[src/rtl/hvpi_pkg.sv]
// ----------------------------------------------------------------------------
// hvpi_pkg
// Shared constants, types and helpers for the hardware vectored priority
// interrupt controller (hvpi_sys) and its priority encoder.
//   NUM_INTS    : number of interrupt sources (design is fixed at 4)
//   ADDR_W      : width of the ISR vector address
//   DEFAULT_VEC : vector reported when nothing is pending or output is forced
//   VEC_BASE    : offset added to a source index to form its vector
// ----------------------------------------------------------------------------
package hvpi_pkg;

    localparam int NUM_INTS = 4;
    localparam int ADDR_W   = 16;
    localparam int VEC_BASE = 1;

    localparam logic [ADDR_W-1:0] DEFAULT_VEC = 16'd1;

    // Bundled encoder result, handy when passing the encoder outcome around.
    typedef struct packed {
        logic              valid;
        logic [1:0]        index;
        logic [ADDR_W-1:0] vector;
    } pri_enc_t;

    // Source index to ISR vector address (index + VEC_BASE).
    function automatic logic [ADDR_W-1:0] idx_to_vec(input logic [1:0] idx);
        return ADDR_W'(idx) + ADDR_W'(VEC_BASE);
    endfunction

endpackage

[src/rtl/hvpi_pri_enc.sv]
// ----------------------------------------------------------------------------
// hvpi_pri_enc
// Combinational 4-input priority encoder; bit 0 has the highest priority.
// Ports:
//   act    in  [NUM_INTS-1:0] masked, active interrupt requests
//   valid  out                at least one request is active
//   index  out [1:0]          index of the winning request (0 when none)
//   vector out [ADDR_W-1:0]   ISR vector of the winner, DEFAULT_VEC when none
// ----------------------------------------------------------------------------
module hvpi_pri_enc
    import hvpi_pkg::*;
(
    input  logic [NUM_INTS-1:0] act,
    output logic                valid,
    output logic [1:0]          index,
    output logic [ADDR_W-1:0]   vector
);

    pri_enc_t enc;

    // Scan from the lowest-priority source downwards so that the last hit,
    // i.e. the lowest index, is the one that sticks.
    always_comb begin
        enc.valid  = 1'b0;
        enc.index  = 2'd0;
        for (int i = NUM_INTS - 1; i >= 0; i--) begin
            if (act[i]) begin
                enc.valid = 1'b1;
                enc.index = 2'(i);
            end
        end
        enc.vector = enc.valid ? idx_to_vec(enc.index) : DEFAULT_VEC;
    end

    assign valid  = enc.valid;
    assign index  = enc.index;
    assign vector = enc.vector;

endmodule

[src/rtl/hvpi_sys.sv]
// ----------------------------------------------------------------------------
// hvpi_sys
// 4-source vectored priority interrupt controller. Requests and an enable
// mask are latched into registers; the masked requests are priority encoded
// into a registered ISR vector address and a registered pending flag.
// Ports:
//   clk, rst          clock and synchronous active-high reset
//   ints[3:0]         raw interrupt request lines
//   intMask[3:0]      mask value to load (1 = enabled)
//   ldIntReg/ldMask   load ints / intMask into their registers
//   clrIntReg/clrMask active-low clears of the registers (clear beats load)
//   clrPend           active-low suppression of intPending only
//   intDisable        global disable, forces default vector and no pending
//   isrAddr[15:0]     registered ISR vector address
//   intPending        registered interrupt-pending flag
//   test_intReg, test_maskReg, priEncOut, test_wIntPending  bring-up taps
// ----------------------------------------------------------------------------
module hvpi_sys
    import hvpi_pkg::*;
(
    input  logic                clk,
    input  logic                rst,
    input  logic [NUM_INTS-1:0] ints,
    input  logic [NUM_INTS-1:0] intMask,
    input  logic                ldIntReg,
    input  logic                clrIntReg,
    input  logic                ldMask,
    input  logic                clrMask,
    input  logic                clrPend,
    input  logic                intDisable,
    output logic [ADDR_W-1:0]   isrAddr,
    output logic                intPending,
    output logic [NUM_INTS-1:0] test_intReg,
    output logic [NUM_INTS-1:0] test_maskReg,
    output logic [2:0]          priEncOut,
    output logic                test_wIntPending
);

    logic [NUM_INTS-1:0] int_reg_q,  int_reg_d;
    logic [NUM_INTS-1:0] mask_reg_q, mask_reg_d;
    logic [ADDR_W-1:0]   isr_addr_q, isr_addr_d;
    logic                int_pending_q, int_pending_d;

    logic [NUM_INTS-1:0] act;
    logic                enc_valid;
    logic [1:0]          enc_index;
    logic [ADDR_W-1:0]   enc_vector;

    // The encoder sees the registered values, so a fresh load only shows up
    // on the outputs one edge later.
    assign act = int_reg_q & mask_reg_q;

    hvpi_pri_enc u_pri_enc (
        .act    (act),
        .valid  (enc_valid),
        .index  (enc_index),
        .vector (enc_vector)
    );

    // Next-state for the request/mask registers and the vector outputs.
    // Either clear, or the global disable, forces the default vector; clrPend
    // only hides the pending flag while still tracking the vector.
    always_comb begin
        int_reg_d = int_reg_q;
        if (!clrIntReg) begin
            int_reg_d = '0;
        end else if (ldIntReg) begin
            int_reg_d = ints;
        end

        mask_reg_d = mask_reg_q;
        if (!clrMask) begin
            mask_reg_d = '0;
        end else if (ldMask) begin
            mask_reg_d = intMask;
        end

        isr_addr_d    = DEFAULT_VEC;
        int_pending_d = 1'b0;
        if (clrIntReg && clrMask && !intDisable) begin
            isr_addr_d    = enc_vector;
            int_pending_d = clrPend & enc_valid;
        end
    end

    // State register with synchronous reset.
    always_ff @(posedge clk) begin
        if (rst) begin
            int_reg_q     <= '0;
            mask_reg_q    <= '0;
            isr_addr_q    <= DEFAULT_VEC;
            int_pending_q <= 1'b0;
        end else begin
            int_reg_q     <= int_reg_d;
            mask_reg_q    <= mask_reg_d;
            isr_addr_q    <= isr_addr_d;
            int_pending_q <= int_pending_d;
        end
    end

    assign isrAddr          = isr_addr_q;
    assign intPending       = int_pending_q;
    assign test_intReg      = int_reg_q;
    assign test_maskReg     = mask_reg_q;
    assign priEncOut        = {enc_valid, enc_index};
    assign test_wIntPending = enc_valid;

endmodule

[config.mk]
export PLATFORM = sky130hd
export DESIGN_NAME = hvpi_sys
export DESIGN_NICKNAME = d
export VERILOG_FILES = /design/src/rtl/hvpi_pkg.sv /design/src/rtl/hvpi_pri_enc.sv /design/src/rtl/hvpi_sys.sv
export SDC_FILE = /design/constraint.sdc
export NUM_CORES = 1
export LEC_CHECK = 0
export ABC_AREA = 1
export ABC_CLOCK_PERIOD_IN_PS = 1100
export CELL_PAD_IN_SITES_DETAIL_PLACEMENT = 1
export CELL_PAD_IN_SITES_GLOBAL_PLACEMENT = 1
export CORE_AREA = 5 5 65 67
export CTS_CLUSTER_SIZE = 28
export DETAILED_ROUTE_END_ITERATION = 16
export DIE_AREA = 0 0 70 72
export PLACE_DENSITY_LB_ADDON = 0.1
export RECOVER_POWER = 50
export SYNTH_ARGS = -nofsm -noshare
export SYNTH_HDL_FRONTEND = slang
export SYNTH_HIERARCHICAL = 1
export SYNTH_SLANG_ARGS = --single-unit
[constraint.sdc]
create_clock -name clk -period 1.1 [get_ports clk]
set_input_delay 0.11 -clock clk [delete_from_list [all_inputs] [get_ports clk]]
set_output_delay 0.11 -clock clk [all_outputs]
set_load 0.05 [all_outputs]
==> results of run 1 <==
[flip-flops by register name, summed over array words and instances (netlist names)]
name,cells
test_intReg,4
intPending,1
test_maskReg,4
isrAddr,16
[Yosys cell counts]
master and count:
nand2_1 26, dfxtp_1 25, inv_1 24, buf_4 14
nor2_2 12, a21oi_1 9, nor2_1 9, inv_2 3
nand2_2 2, a21oi_2 1, buf_6 1, conb_1 1
nand3_1 1, nand3b_1 1
[final cells by class]
type	instances	area, sq um
well taps	48	60.1
repair buffers	57	851
multi-input cells	74	394
flip-flops and latches	25	531
fillers	404	1600
clock inverters	1	8.76
clock buffers	3	22.5
inverters	27	109
[stage by stage]
step           area (sq um)  cells  power [uW]
6_report               1980    235        1660
5_1_grt                1980    235        1740
2_1_floorplan          1130    141        1100
3_3_place_gp           1810    220        1220
4_1_cts                1930    232        1680
3_5_place_dp           1810    220        1230
[worst max-delay path by stage]
stage                         to  cells after the start       startpoint  slack [ps]
CTS                 priEncOut[2]                      5   test_intReg[2]        -280
global route        priEncOut[1]                      6   test_intReg[1]        -330
finish              priEncOut[1]                      6  test_maskReg[1]        -260
detailed placement  priEncOut[1]                      6   test_intReg[1]          10
floorplan           priEncOut[2]                      5   test_intReg[3]         -90
global placement    priEncOut[1]                      6   test_intReg[1]          40
[worst reg2reg max path, stage by stage, from the launching register on]
cell     delay [ps]
dfxtp_4         380
nand2_4          70
inv_4            40
nor2_4          140
nand3_4         120
buf_4           150
nand2_1          50
nor2_1           40
[routing by layer]
metal  track usage [%]  part of all wire [%]  vias to the layer above
met3              4.57                   5.3                        5
li1                  -                     -                      460
met1              11.7                    34                      445
met4              4.47                   1.2                        0
met2              24.9                    59                       27
met5                 0                     0                        -
[power groups by stage]
stage	combinational (uW)	sequential, uW	clock [uW]
2_1_floorplan	100	999	0
3_3_place_gp	271	950	0
3_5_place_dp	275	951	0
4_1_cts	297	925	461
5_1_grt	325	929	487
6_report	303	926	428
[cell families (layout without fill, tap and decap cells)]
group,count (synthesis),in the layout
buffers and inverters,42,88
DFF,25,25
AOI/OAI and AO/OA,10,10
and+or+nand+nor,51,51
other,1,13
[repair_timing]
| action | CTS | global route |
|---|---|---|
| resized for setup | 11 | 7 |
| pin swaps | 4 | 3 |
| buffers inserted | 8 | 4 |
| setup endpoints to repair | 4 | 13 |
==> impl_metrics.toml, run 1 <==
[setup_path]
r2r_start = "test_maskReg[3]"
worstPathRequired_ps = 990
cpPeakStageDelay_ps = 390
critical_path.endpoint_type = "output port"
cp-start-kind = "flip-flop"
critPathBufInv = 3
cp_data_arrival_time_ps = 1250
crit_chain = "nand2_2, inv_2, inv_4, nand2_4, nor2_4, buf_12"
reg2reg_to = "intPending"
worstPathMaxFanout = 5
worstSetupPathType = "reg -> out"
rrSetupSlack_ps = 20
r2r_cells = 7
crit_family = "flip-flops"
slowest_stage = "dfxtp_4"

[final_layout]
finalNetCount = 204
layout_common_cells = "29 x buf_12, 22 x nand2_1, 20 x inv_1"
syn_to_final_growth_pct = 96.1
final_common_cell = "buf_12"
utilization_pct = 55.2
drive_gt1_share_pct = 44.4
diodes = 0

[worst_hold_path]
hold_path_depth = 3
min_to = "intPending"
hold_class = "in -> reg"
hold_start = "clrPend"

[run_status]
violations = "setup timing"
outcome = "complete, but fails checks"

[synthesis]
synthesis.yosys.warnings = 6
ys_seq_elements = 25
synth_mux_area_share_pct = 0
synth-simple-area-share_pct = 23.0
synth_largest_area_cell = "dfxtp_1"
netlist_top_cells_area = "dfxtp_1 50%, buf_4 10%, nand2_1 9.7%"
synth_top_family_by_area = "simple AND/OR/NAND/NOR gates"
syn_area_per_cell_sq_um = 7.81
synth-compound-area-share_pct = 5.34
syn_inst = 129
syn-cell-area_sq_mm = 0.00101
synth-xor-area-share_pct = 0
yosysTopAreaCellShare_pct = 49.7
synthAdderAreaFrac_pct = 0
ys_seq_area_share_pct = 49.7
yosysUniqueCellTypes = 14

[global_route]
grt_use_total_pct = 12.5
grt_max_degree = 17
grt_pass1_vias = 995
grt-ovfl-total = 0
grt_pass1_wl_microns = 4840
antenna_found_initial = 0

[routing]
first_pass_iters = 4
drt-vias-per-instance = 3.99
drt_iter0_markers = 12
drt_wl_total_microns = 3050
vias = 937
antenna_left = 0
routedWlPerCell_microns = 13.0
drcViolationCount = 0

[timing]
timing.final.ws_setup_ps = -261
grt_setup_unrepaired = "true"
fmax_ghz = 0.735
setup_viol = 4
clock_skew_ps = 7.85
setup_tns_ps = -994
finalHoldViolCount = 0
finalCritPeriodShare_pct = 124
hold_ws_ps = 304
min_period_ps = 1360
slew_viol_final = 0

[clocking]
clock_sinks = 25
clock-root-buffer = "clkbuf_4"
clk_pin_slew_ps = 130
clk_latency_ps = 320
numCtsBuffers = 3
ctsHoldBuffers = 0
htreeDepth = 1
cts_buffer_depth = 2
cts_tree = "yes"

[floorplan]
die_w_microns = 70
placementRows = 22
design.die.area_sq_mm = 0.00504
dieHeight_microns = 72
start_util_pct = 28.1
io_pins = 45
coreArea_sq_mm = 0.00358

[power]
irDropWorstVdd_v = 0.000598
pwr-share-seq_pct = 55.9
leakage_uw = 0.000839
powerDensity_mw_per_mm2 = 839
power.internal_uw = 1210
p_switching_uw = 446
switching_share_pct = 26.9
p_comb_share_pct = 18.3
p_clk_share_pct = 25.8

[place]
dpl.hpwl_microns = 2380
placement.io_buffers = 44
place_ws_ps = 12.8
routabilityCongestion = 0.705

[run]
drv_cap = 0
Note: power is estimated with default switching activity, not from simulation.
==> run 2: changes to the inputs <==
- RECOVER_POWER: 50 -> not set
==> run 2 against run 1 <==
The run still ends with setup timing left. Count of clock-buffer cells in the layout did not move. Critical path depth unchanged. Via count stayed put. Hold slack did not move. Die area is the same. First-iteration DRC count did not move. Sequential power hardly changed. Fmax stayed put. Non-clock buffer count is the same. Clock power about the same. Critical endpoint unchanged. Largest cell class unchanged. Largest power group unchanged.
==> impl_metrics.toml, run 2 (same netlist as run 1, synthesis figures left out) <==
[setup_path]
cp-start-kind = "flip-flop"
critical_path.endpoint_type = "output port"
rrSetupSlack_ps = 20
reg2reg_to = "intPending"
slowest_stage = "dfxtp_4"
worstPathMaxFanout = 5
crit_chain = "nand2_2, inv_2, inv_4, nand2_4, nor2_4, buf_12"
cp_data_arrival_time_ps = 1250
cpPeakStageDelay_ps = 390
critPathBufInv = 3
worstPathRequired_ps = 990
crit_start = "test_maskReg[1]"
endpoint = "priEncOut[1]"
worstSetupPathType = "reg -> out"
r2r_start = "test_maskReg[3]"
crit_family = "flip-flops"
r2r_cells = 7
cp.depth = 6

[routing]
drt_wl_total_microns = 3050
vias = 937
routedWlPerCell_microns = 13.0
first_pass_iters = 4
drcViolationCount = 0
drt_iter0_markers = 12
antenna_left = 0
drt-vias-per-instance = 3.99

[power]
pwr-share-seq_pct = 55.9
power_uw = 1660
p_switching_uw = 446
p_comb_share_pct = 18.3
switching_share_pct = 26.9
power.internal_uw = 1210
p_clk_share_pct = 25.8
leakage_uw = 0.000839
irDropWorstVdd_v = 0.000598
powerDensity_mw_per_mm2 = 839

[clocking]
clk_pin_slew_ps = 130
numCtsBuffers = 3
clock-root-buffer = "clkbuf_4"
clk_latency_ps = 320
cts_buffer_depth = 2
htreeDepth = 1
clock_sinks = 25
cts_tree = "yes"

[global_route]
grt_pass1_vias = 995
antenna_found_initial = 0
grt_use_total_pct = 12.5
grt_pass1_wl_microns = 4840
grt-ovfl-total = 0
grt_max_degree = 17

[timing]
slew_viol_final = 0
clock_skew_ps = 7.85
setup_viol = 4
grt_setup_unrepaired = "true"
finalCritPeriodShare_pct = 124
finalHoldViolCount = 0
fmax_ghz = 0.735
min_period_ps = 1360
timing.final.ws_setup_ps = -261

[floorplan]
die_w_microns = 70
dieHeight_microns = 72
design.die.area_sq_mm = 0.00504
placementRows = 22
coreArea_sq_mm = 0.00358
start_util_pct = 28.1
io_pins = 45

[place]
placement.io_buffers = 44
place_ws_ps = 12.8
dpl.hpwl_microns = 2380
routabilityCongestion = 0.705

[final_layout]
syn_to_final_growth_pct = 96.1
drive_gt1_share_pct = 44.4
final_common_cell = "buf_12"
diodes = 0
largest_reg_flops = 16
layout_common_cells = "29 x buf_12, 22 x nand2_1, 20 x inv_1"
finalNetCount = 204
layout.filler_cells = 404

[worst_hold_path]
hold_start = "clrPend"
hold_class = "in -> reg"

[run]
drv_cap = 0

[run_status]
violations = "setup timing"
outcome = "complete, but fails checks"
[run 2: cell count changes in the layout (fill, tap and decap cells not counted)]
cell	before	now
clkdlybuf4s50_1	14	15
dlygate4sd3_1	1	0
[run 2: timing repair]
action,in CTS,in global routing
hold buffers,0,0
setup endpoints to repair,4,13
gates resized for setup,11,7
setup buffers,8,4
pin swaps,4,3
[run 2: tightest hold or removal path, cell delays in order]
cell and delay, ps:
clkdlybuf4s50_1 400, nand2_1 50, nor2_1 30
[run 2: how the worst min path moves through the flow]
stage,end,slack [ps],depth (start not counted)
6_report,intPending,300,3
5_1_grt,intPending,310,3
4_1_cts,intPending,300,3
3_5_place_dp,test_intReg[2],500,2
3_3_place_gp,test_intReg[2],490,2
2_1_floorplan,intPending,220,2
[run 2: final cells by class]
class / instances / area (sq um) / area share, %
clock buffers: 3 / 22.5 / 1.14
clock inverters: 1 / 8.76 / 0.443
inverters: 27 / 109 / 5.51
multi-input cells: 74 / 394 / 19.9
flip-flops and latches: 25 / 531 / 26.9
well taps: 48 / 60.1 / 3.04
repair buffers: 57 / 851 / 43.1
[run 2: per-stage QoR]
step / cells / setup TNS, ps / hold WS (ps) / area, sq um / utilization [%]
finish: 235 / -994 / 304 / 1980 / 55.2
global route: 235 / -1590 / 312 / 1980 / 55.2
CTS: 232 / -1100 / 300 / 1930 / 54.0
detailed placement: 220 / 0 / 500 / 1810 / 50.6
global placement: 220 / 0 / 489 / 1810 / 50.6
floorplan: 141 / -148 / 224 / 1130 / -
[run 2: metal layers]
layer  vias up  GRT usage [%]  wire length (microns)
li1        460              -                      -
met2        27           24.9                   1810
met5         -              0                      0
met1       445           11.7                   1040
met3         5           4.57                    161
met4         0           4.47                     38
[run 2: power groups by stage]
stage               registers [uW]  logic [uW]  clock network, uW
floorplan                      999         100                  0
global placement               950         271                  0
detailed placement             951         275                  0
CTS                            925         297                461
global route                   929         325                487
finish                         926         304                428
